$ cat config.mk
export PLATFORM = sky130hd
export DESIGN_NAME = firebird7_in_gate1_tessent_data_mux_ctrl_w19
export DESIGN_NICKNAME = d
export VERILOG_FILES = /design/src/rtl/firebird7_in_gate1_tessent_data_mux_ctrl_w19.sv
export SDC_FILE = /design/constraint.sdc
export NUM_CORES = 1
export LEC_CHECK = 0
export ABC_AREA = 1
export CAP_MARGIN = 20
export CORE_ASPECT_RATIO = 0.6
export CORE_UTILIZATION = 38
export DETAILED_ROUTE_END_ITERATION = 8
export GPL_ROUTABILITY_DRIVEN = 0
export SYNTH_ARGS = -nofsm -noshare
export SYNTH_HDL_FRONTEND = slang
export SYNTH_SLANG_ARGS = --single-unit
$ cat constraint.sdc
create_clock -name ijtag_tck -period 1.8 [get_ports ijtag_tck]
set_input_delay 0.45 -clock ijtag_tck [delete_from_list [all_inputs] [get_ports ijtag_tck]]
set_output_delay 0.45 -clock ijtag_tck [all_outputs]
set_load 0.005 [all_outputs]
$ cat src/rtl/firebird7_in_gate1_tessent_data_mux_ctrl_w19.sv
// IJTAG scan register driving a data-mux override: shift/capture/update chain plus a
// settle timer so the registered mux select only rises after the override data is stable.
module firebird7_in_gate1_tessent_data_mux_ctrl_w19 #(
    parameter int WIDTH  = 19,
    parameter int SETTLE = 2
) (
    input  logic             ijtag_tck,
    input  logic             ijtag_reset,
    input  logic             ijtag_sel,
    input  logic             ijtag_ce,
    input  logic             ijtag_se,
    input  logic             ijtag_ue,
    input  logic             ijtag_si,
    output logic             ijtag_so,
    input  logic [WIDTH-1:0] functional_data_in,
    output logic [WIDTH-1:0] ijtag_data_out,
    output logic             ijtag_select
);

    typedef enum logic [1:0] {
        S_IDLE     = 2'd0,
        S_SETTLING = 2'd1,
        S_ACTIVE   = 2'd2
    } state_t;

    localparam logic [3:0] CNT_LOAD = 4'(SETTLE - 1);

    logic [WIDTH:0]   r_sr;
    state_t           r_state;
    logic [3:0]       r_cnt;
    logic [WIDTH-1:0] r_data;
    logic             r_select;

    logic [WIDTH:0]   w_sr_nxt;
    state_t           w_state_nxt;
    logic [3:0]       w_cnt_nxt;
    logic [WIDTH-1:0] w_data_nxt;
    logic             w_select_nxt;
    logic             w_upd;
    logic             w_req;

    // Update decisions use the pre-edge SR, even when the same edge captures or shifts.
    assign w_upd = ijtag_sel & ijtag_ue;
    assign w_req = r_sr[WIDTH];

    always_comb begin
        w_sr_nxt = r_sr;
        if (ijtag_sel && ijtag_ce) begin
            w_sr_nxt = {r_select, functional_data_in};
        end else if (ijtag_sel && ijtag_se) begin
            w_sr_nxt = {ijtag_si, r_sr[WIDTH:1]};
        end
    end

    always_ff @(posedge ijtag_tck or negedge ijtag_reset) begin
        if (!ijtag_reset) begin
            r_sr     <= '0;
            r_state  <= S_IDLE;
            r_cnt    <= '0;
            r_data   <= '0;
            r_select <= 1'b0;
        end else begin
            r_sr     <= w_sr_nxt;
            r_state  <= w_state_nxt;
            r_cnt    <= w_cnt_nxt;
            r_data   <= w_data_nxt;
            r_select <= w_select_nxt;
        end
    end

    always_comb begin
        w_state_nxt = r_state;
        w_cnt_nxt   = r_cnt;
        case (r_state)
            S_IDLE: begin
                if (w_upd && w_req) begin
                    w_state_nxt = S_SETTLING;
                    w_cnt_nxt   = CNT_LOAD;
                end
            end
            S_SETTLING: begin
                if (w_upd) begin
                    if (w_req) begin
                        w_cnt_nxt = CNT_LOAD;
                    end else begin
                        w_state_nxt = S_IDLE;
                    end
                end else if (r_cnt == 4'd0) begin
                    w_state_nxt = S_ACTIVE;
                end else begin
                    w_cnt_nxt = r_cnt - 4'd1;
                end
            end
            S_ACTIVE: begin
                if (w_upd && !w_req) begin
                    w_state_nxt = S_IDLE;
                end
            end
            default: begin
                w_state_nxt = S_IDLE;
                w_cnt_nxt   = 4'd0;
            end
        endcase
    end

    // Select is high exactly while the next state is ACTIVE, so it is flopped with no gap.
    always_comb begin
        w_data_nxt   = r_data;
        w_select_nxt = (w_state_nxt == S_ACTIVE);
        if (w_upd) begin
            w_data_nxt = r_sr[WIDTH-1:0];
        end
    end

    assign ijtag_so       = r_sr[0];
    assign ijtag_data_out = r_data;
    assign ijtag_select   = r_select;

endmodule

Word-level counts from Yosys, hierarchy flattened
Cells that the tools add are included.
- flip-flop bits (word level): 46
- input bits: 26
- output and inout bits: 21
- logic and storage cells: 36
- add/subtract/negate cells: 1
- eq/ne operators: 6
- mux-type cells: 13
- bitwise gates (word level): 2
- reduce and logical (&&, ||, !) cells: 9
- operator list (cell ; count):
    $mux 20 ; 2
    $mux 4 ; 4
    $pmux 4 s3 ; 1
    $mux 2 ; 5
    $ne 3x3->1 const B ; 2
    $pmux 2 s3 ; 1
    $eq 2x2->1 const B ; 2
    $logic_and 1x1->1 ; 4
    $logic_not 4->1 ; 1
    $reduce_and 4->1 ; 1
    $sub 4x1->4 const B ; 1
    $eq 2x1->1 const B ; 1
    $logic_not 2->1 ; 1
    $ne 2x2->1 const B ; 1
    $reduce_bool 2->1 ; 1
    $and 1x1->1 ; 1
    $logic_not 1->1 ; 1
    $not 1->1 ; 1

Logic depth before layout (Yosys ltp)
- word-level depth: 5
- gate-level depth with buffers: 8
- depth with buffers taken out: 8

Least setup slack after synthesis
Ideal clock, no wire load.
- kind: register -> register
- start: reg r_cnt[0]
- end: reg r_cnt[2]
- library setup time: 0.116 ns
- arrival time: 1.058 ns
- data required time: 1.684 ns
- setup slack: 0.626 ns
- cell stages (with the launch flop): 8
- path buffers: 0
- clock period less this slack: 1.174 ns
- path through: dfrtp_1 -> inv_1 -> ha_1 -> or2_2 -> nand3_1 -> nor2_1 -> nand2_1 -> nand2_1
- word-level cells in the longest chain between the ends: 4
- elaborated cells on any way between the ends: 7
- those cells by class: add/sub: 1; eq/ne: 1; mux: 3; reduce/logical: 2
- ends and longest elaborated chain (what ; line ; source):
    start, declared ; 30 ; logic [3:0] r_cnt;
    start signal, assigned ; 65 ; r_cnt <= w_cnt_nxt;
    $sub 4x1->4 ; 91 ; w_cnt_nxt = r_cnt - 4'd1;
    $mux 4 ; 88 ; end else if (r_cnt == 4'd0) begin
    $mux 4 ; 82 ; if (w_upd) begin
    $pmux 4 s3 ; 74 ; case (r_state)
Parallel ways exist; a longest one is shown, timed or not. The select of a mux whose other input is x is not followed.
A chain may end at the register's enable or synchronous reset.

Worst setup path in the final report
- start: reg r_data[8] (netlist: ijtag_data_out[8])
- end: out ijtag_data_out[8]
- RTL lines (what ; line ; source):
    start, declared ; 31 ; logic [WIDTH-1:0] r_data;
    start signal, assigned ; 66 ; r_data <= w_data_nxt;
    end, declared ; 16 ; output logic [WIDTH-1:0] ijtag_data_out,
No word-level cell between the ends.

==> insert_results.sql <==
INSERT INTO impl_metrics (metric_group, metric, value, unit) VALUES
('clocking', 'cts_htree_levels', '2', ''),
('finish', 'layout-drive-gt1-share', '10.1', '%'),
('clocking', 'cts_resized', '0', ''),
('status', 'outcome', 'finished clean', ''),
('clocking', 'clkTransAtPathRegs', '90', 'ps'),
('route', 'detail-route-antenna-nets', '0', ''),
('synth', 'synth_cell_type_count', '22', ''),
('power', 'vdd_drop_max', '0.000612', 'V'),
('placed_design', 'port-buffer-count', '46', ''),
('clocking', 'post-cts-setup-buffers', '0', ''),
('power', 'powerDensity', '1080', 'mW/mm²'),
('route', 'drt-vias-per-instance', '4.78', ''),
('die', 'floorplan.die.width', '96.6', 'µm'),
('sta', 'slew_violations', '0', ''),
('route', 'wire_per_inst', '12.6', 'µm'),
('worst_setup_path', 'critical_path.reg2reg.startpoint', 'r_cnt[0]', ''),
('global_routing', 'grt_max_degree', '47', ''),
('sta', 'worst-slew-pin-transition', '339', 'ps'),
('worst_setup_path', 'worstSetupPathType', 'flip-flop to output port', ''),
('synth', 'syn_inst', '234', ''),
('synth', 'synthesis.yosys.warnings', '0', ''),
('die', 'fp-row-count', '20', ''),
('global_routing', 'initial_antenna_violation_count', '0', ''),
('finish', 'design_area', '0.00272', 'mm²'),
('sta', 'hold_slack', '120', 'ps'),
('synth', 'ys_ff_latch', '46', ''),
('worst_setup_path', 'crit_path_start_kind', 'flip-flop', ''),
('worst_setup_path', 'path_max_fanout', '2', ''),
('worst_setup_path', 'critical_register_to_register_path_endpoint', 'r_cnt[2]', ''),
('finish', 'multiInputGateArea', '732', 'µm²'),
('synth', 'netlist_area', '0.00204', 'mm²'),
('min_path', 'timing.hold.worst.class', 'primary input to async pin', ''),
('sta', 'timing.final.setup_violations', '0', ''),
('synth', 'synth_sequential_area_ratio', '56.4', '%'),
('sta', 'final_hold_viol_count', '0', ''),
('power', 'cellLeakagePower', '1.26', 'nW'),
('worst_setup_path', 'critical_path.n_buffers_inverters', '1', ''),
('global_routing', 'grt_util_all_layers', '17.7', '%'),
('clocking', 'ctsLongestPathBuffers', '2', ''),
('clocking', 'clock_latency', '300', 'ps'),
('worst_setup_path', 'worst-r2r-cell-count', '7', ''),
('global_routing', 'grt-ovfl-total', '0', ''),
('clocking', 'cts-hold-fix-buffers', '0', ''),
('global_routing', 'first_global_vias', '1612', ''),
('sta', 'fin_worst_skew', '4.78', 'ps'),
('worst_setup_path', 'end_kind', 'output port', ''),
('worst_setup_path', 'r2r_setup_slack', '520', 'ps'),
('route', 'detail_route.drc_violations', '0', ''),
('sta', 'final.min_clock_period', '1640', 'ps'),
('finish', 'final_cell_mix', 'sky130_fd_sc_hd__dfrtp_1 (46), sky130_fd_sc_hd__clkdlybuf4s50_1 (45), sky130_fd_sc_hd__nand2_1 (43)', ''),
('worst_setup_path', 'cp_top_family', 'buffers and inverters', ''),
('sta', 'rsz0062_at_grt', 'false', ''),
('sta', 'post-route-period-util', '91.1', '%'),
('clocking', 'clock_buffer_count_from_cts', '5', ''),
('placed_design', 'hpwlAfterDp', '3200', 'µm'),
('finish', 'layout.area.seq', '0.00115', 'mm²'),
('finish', 'syn2layout_area_growth', '33.2', '%'),
('worst_setup_path', 'critPathSlowestCell', 'sky130_fd_sc_hd__clkdlybuf4s50_1', ''),
('run', 'max_cap_viol_count', '0', ''),
('die', 'initial_standard_cell_utilization_of_the_core', '40.0', '%'),
('clocking', 'clock_sinks', '46', ''),
('die', 'die_height', '58.8', 'µm'),
('placed_design', 'placed_cells_incl_taps', '346', ''),
('finish', 'layoutNonFillerInstCount', '354', ''),
('clocking', 'tritoncts', 'done', ''),
('route', 'initialDrtViolationCount', '60', ''),
('finish', 'final_util', '53.3', '%'),
('die', 'die_area', '0.00568', 'mm²'),
('global_routing', 'wire_length_of_the_first_global_routing_pass', '7800', 'µm'),
('sta', 'max_freq', '0.610', 'GHz'),
('finish', 'fill_cells', '492', '');
synth_stat cells, drive strengths merged:
library cell | count | area, µm²
o21ai | 76 | 380
dfrtp | 46 | 1150
nand2 | 46 | 185
inv | 29 | 109
nor2 | 11 | 56.3
clkbuf | 6 | 22.5
buf | 5 | 27.5
nand3 | 3 | 15.0
o31ai | 3 | 22.5
ha | 2 | 25.0
o22ai | 2 | 12.5
a21oi | 1 | 5.00
a31oi | 1 | 6.26
nand4 | 1 | 12.5
nor3 | 1 | 5.00
or2 | 1 | 6.26
stage by stage:
step	power, mW	setup TNS [ps]	setup slack [ps]
after floorplan	1.89	0	626
after global placement	2.29	0	13.3
after detailed placement	2.30	-2.06	-2.06
after CTS	2.96	0	144
after global routing	3.17	0	95.1
final	2.94	0	160
how the worst max path moves through the flow:
stage / depth (start not counted) / endpoint / startpoint / slack [ps]
after floorplan: 7 / r_cnt[2] / r_cnt[0] / 630
after global placement: 8 / r_cnt[2] / ijtag_sel / 10
after detailed placement: 8 / r_cnt[3] / ijtag_sel / -2
after CTS: 1 / ijtag_select / ijtag_select / 140
after global routing: 1 / ijtag_data_out[8] / ijtag_data_out[8] / 100
final: 1 / ijtag_data_out[8] / ijtag_data_out[8] / 160
registers in the layout, summed over array words and instances (netlist names):
| name | cells |
|---|---|
| ijtag_select | 1 |
| r_sr | 20 |
| r_state | 2 |
| ijtag_data_out | 19 |
| r_cnt | 4 |
routing by layer:
metal / up-vias / wire length [µm] / track usage [%]
met2: 42 / 1810 / 25.9
met1: 769 / 2360 / 26.3
met4: 0 / 49 / 4.48
li1: 874 / - / -
met3: 7 / 234 / 4.63
met5: - / 0 / 0
logic make-up (layout without fill, tap and decap cells):
group | count (synthesis) | in the layout | share of synthesized area, %
fa+ha+maj | 2 | 2 | 1.23
flops | 46 | 46 | 56.4
compound gates | 83 | 83 | 20.9
simple gates | 63 | 63 | 13.7
buf+inv | 40 | 94 | 7.78
power by group:
| group | switching, mW | internal [mW] | total (mW) |
|---|---|---|---|
| logic | 0.460 | 0.443 | 0.903 |
| registers | 0.126 | 1.24 | 1.37 |
| clock network | 0.355 | 0.309 | 0.664 |
| total | 0.941 | 2.00 | 2.94 |
area by class of cell:
type | count | area share (%)
clock inverter | 2 | 0.460
sequential | 46 | 42.3
timing repair buffer | 57 | 20.2
clock buffer | 6 | 3.04
tap | 66 | 3.04
inverter | 29 | 4.00
multi-input combinational | 148 | 26.9
(Power assumes the default switching activity.)
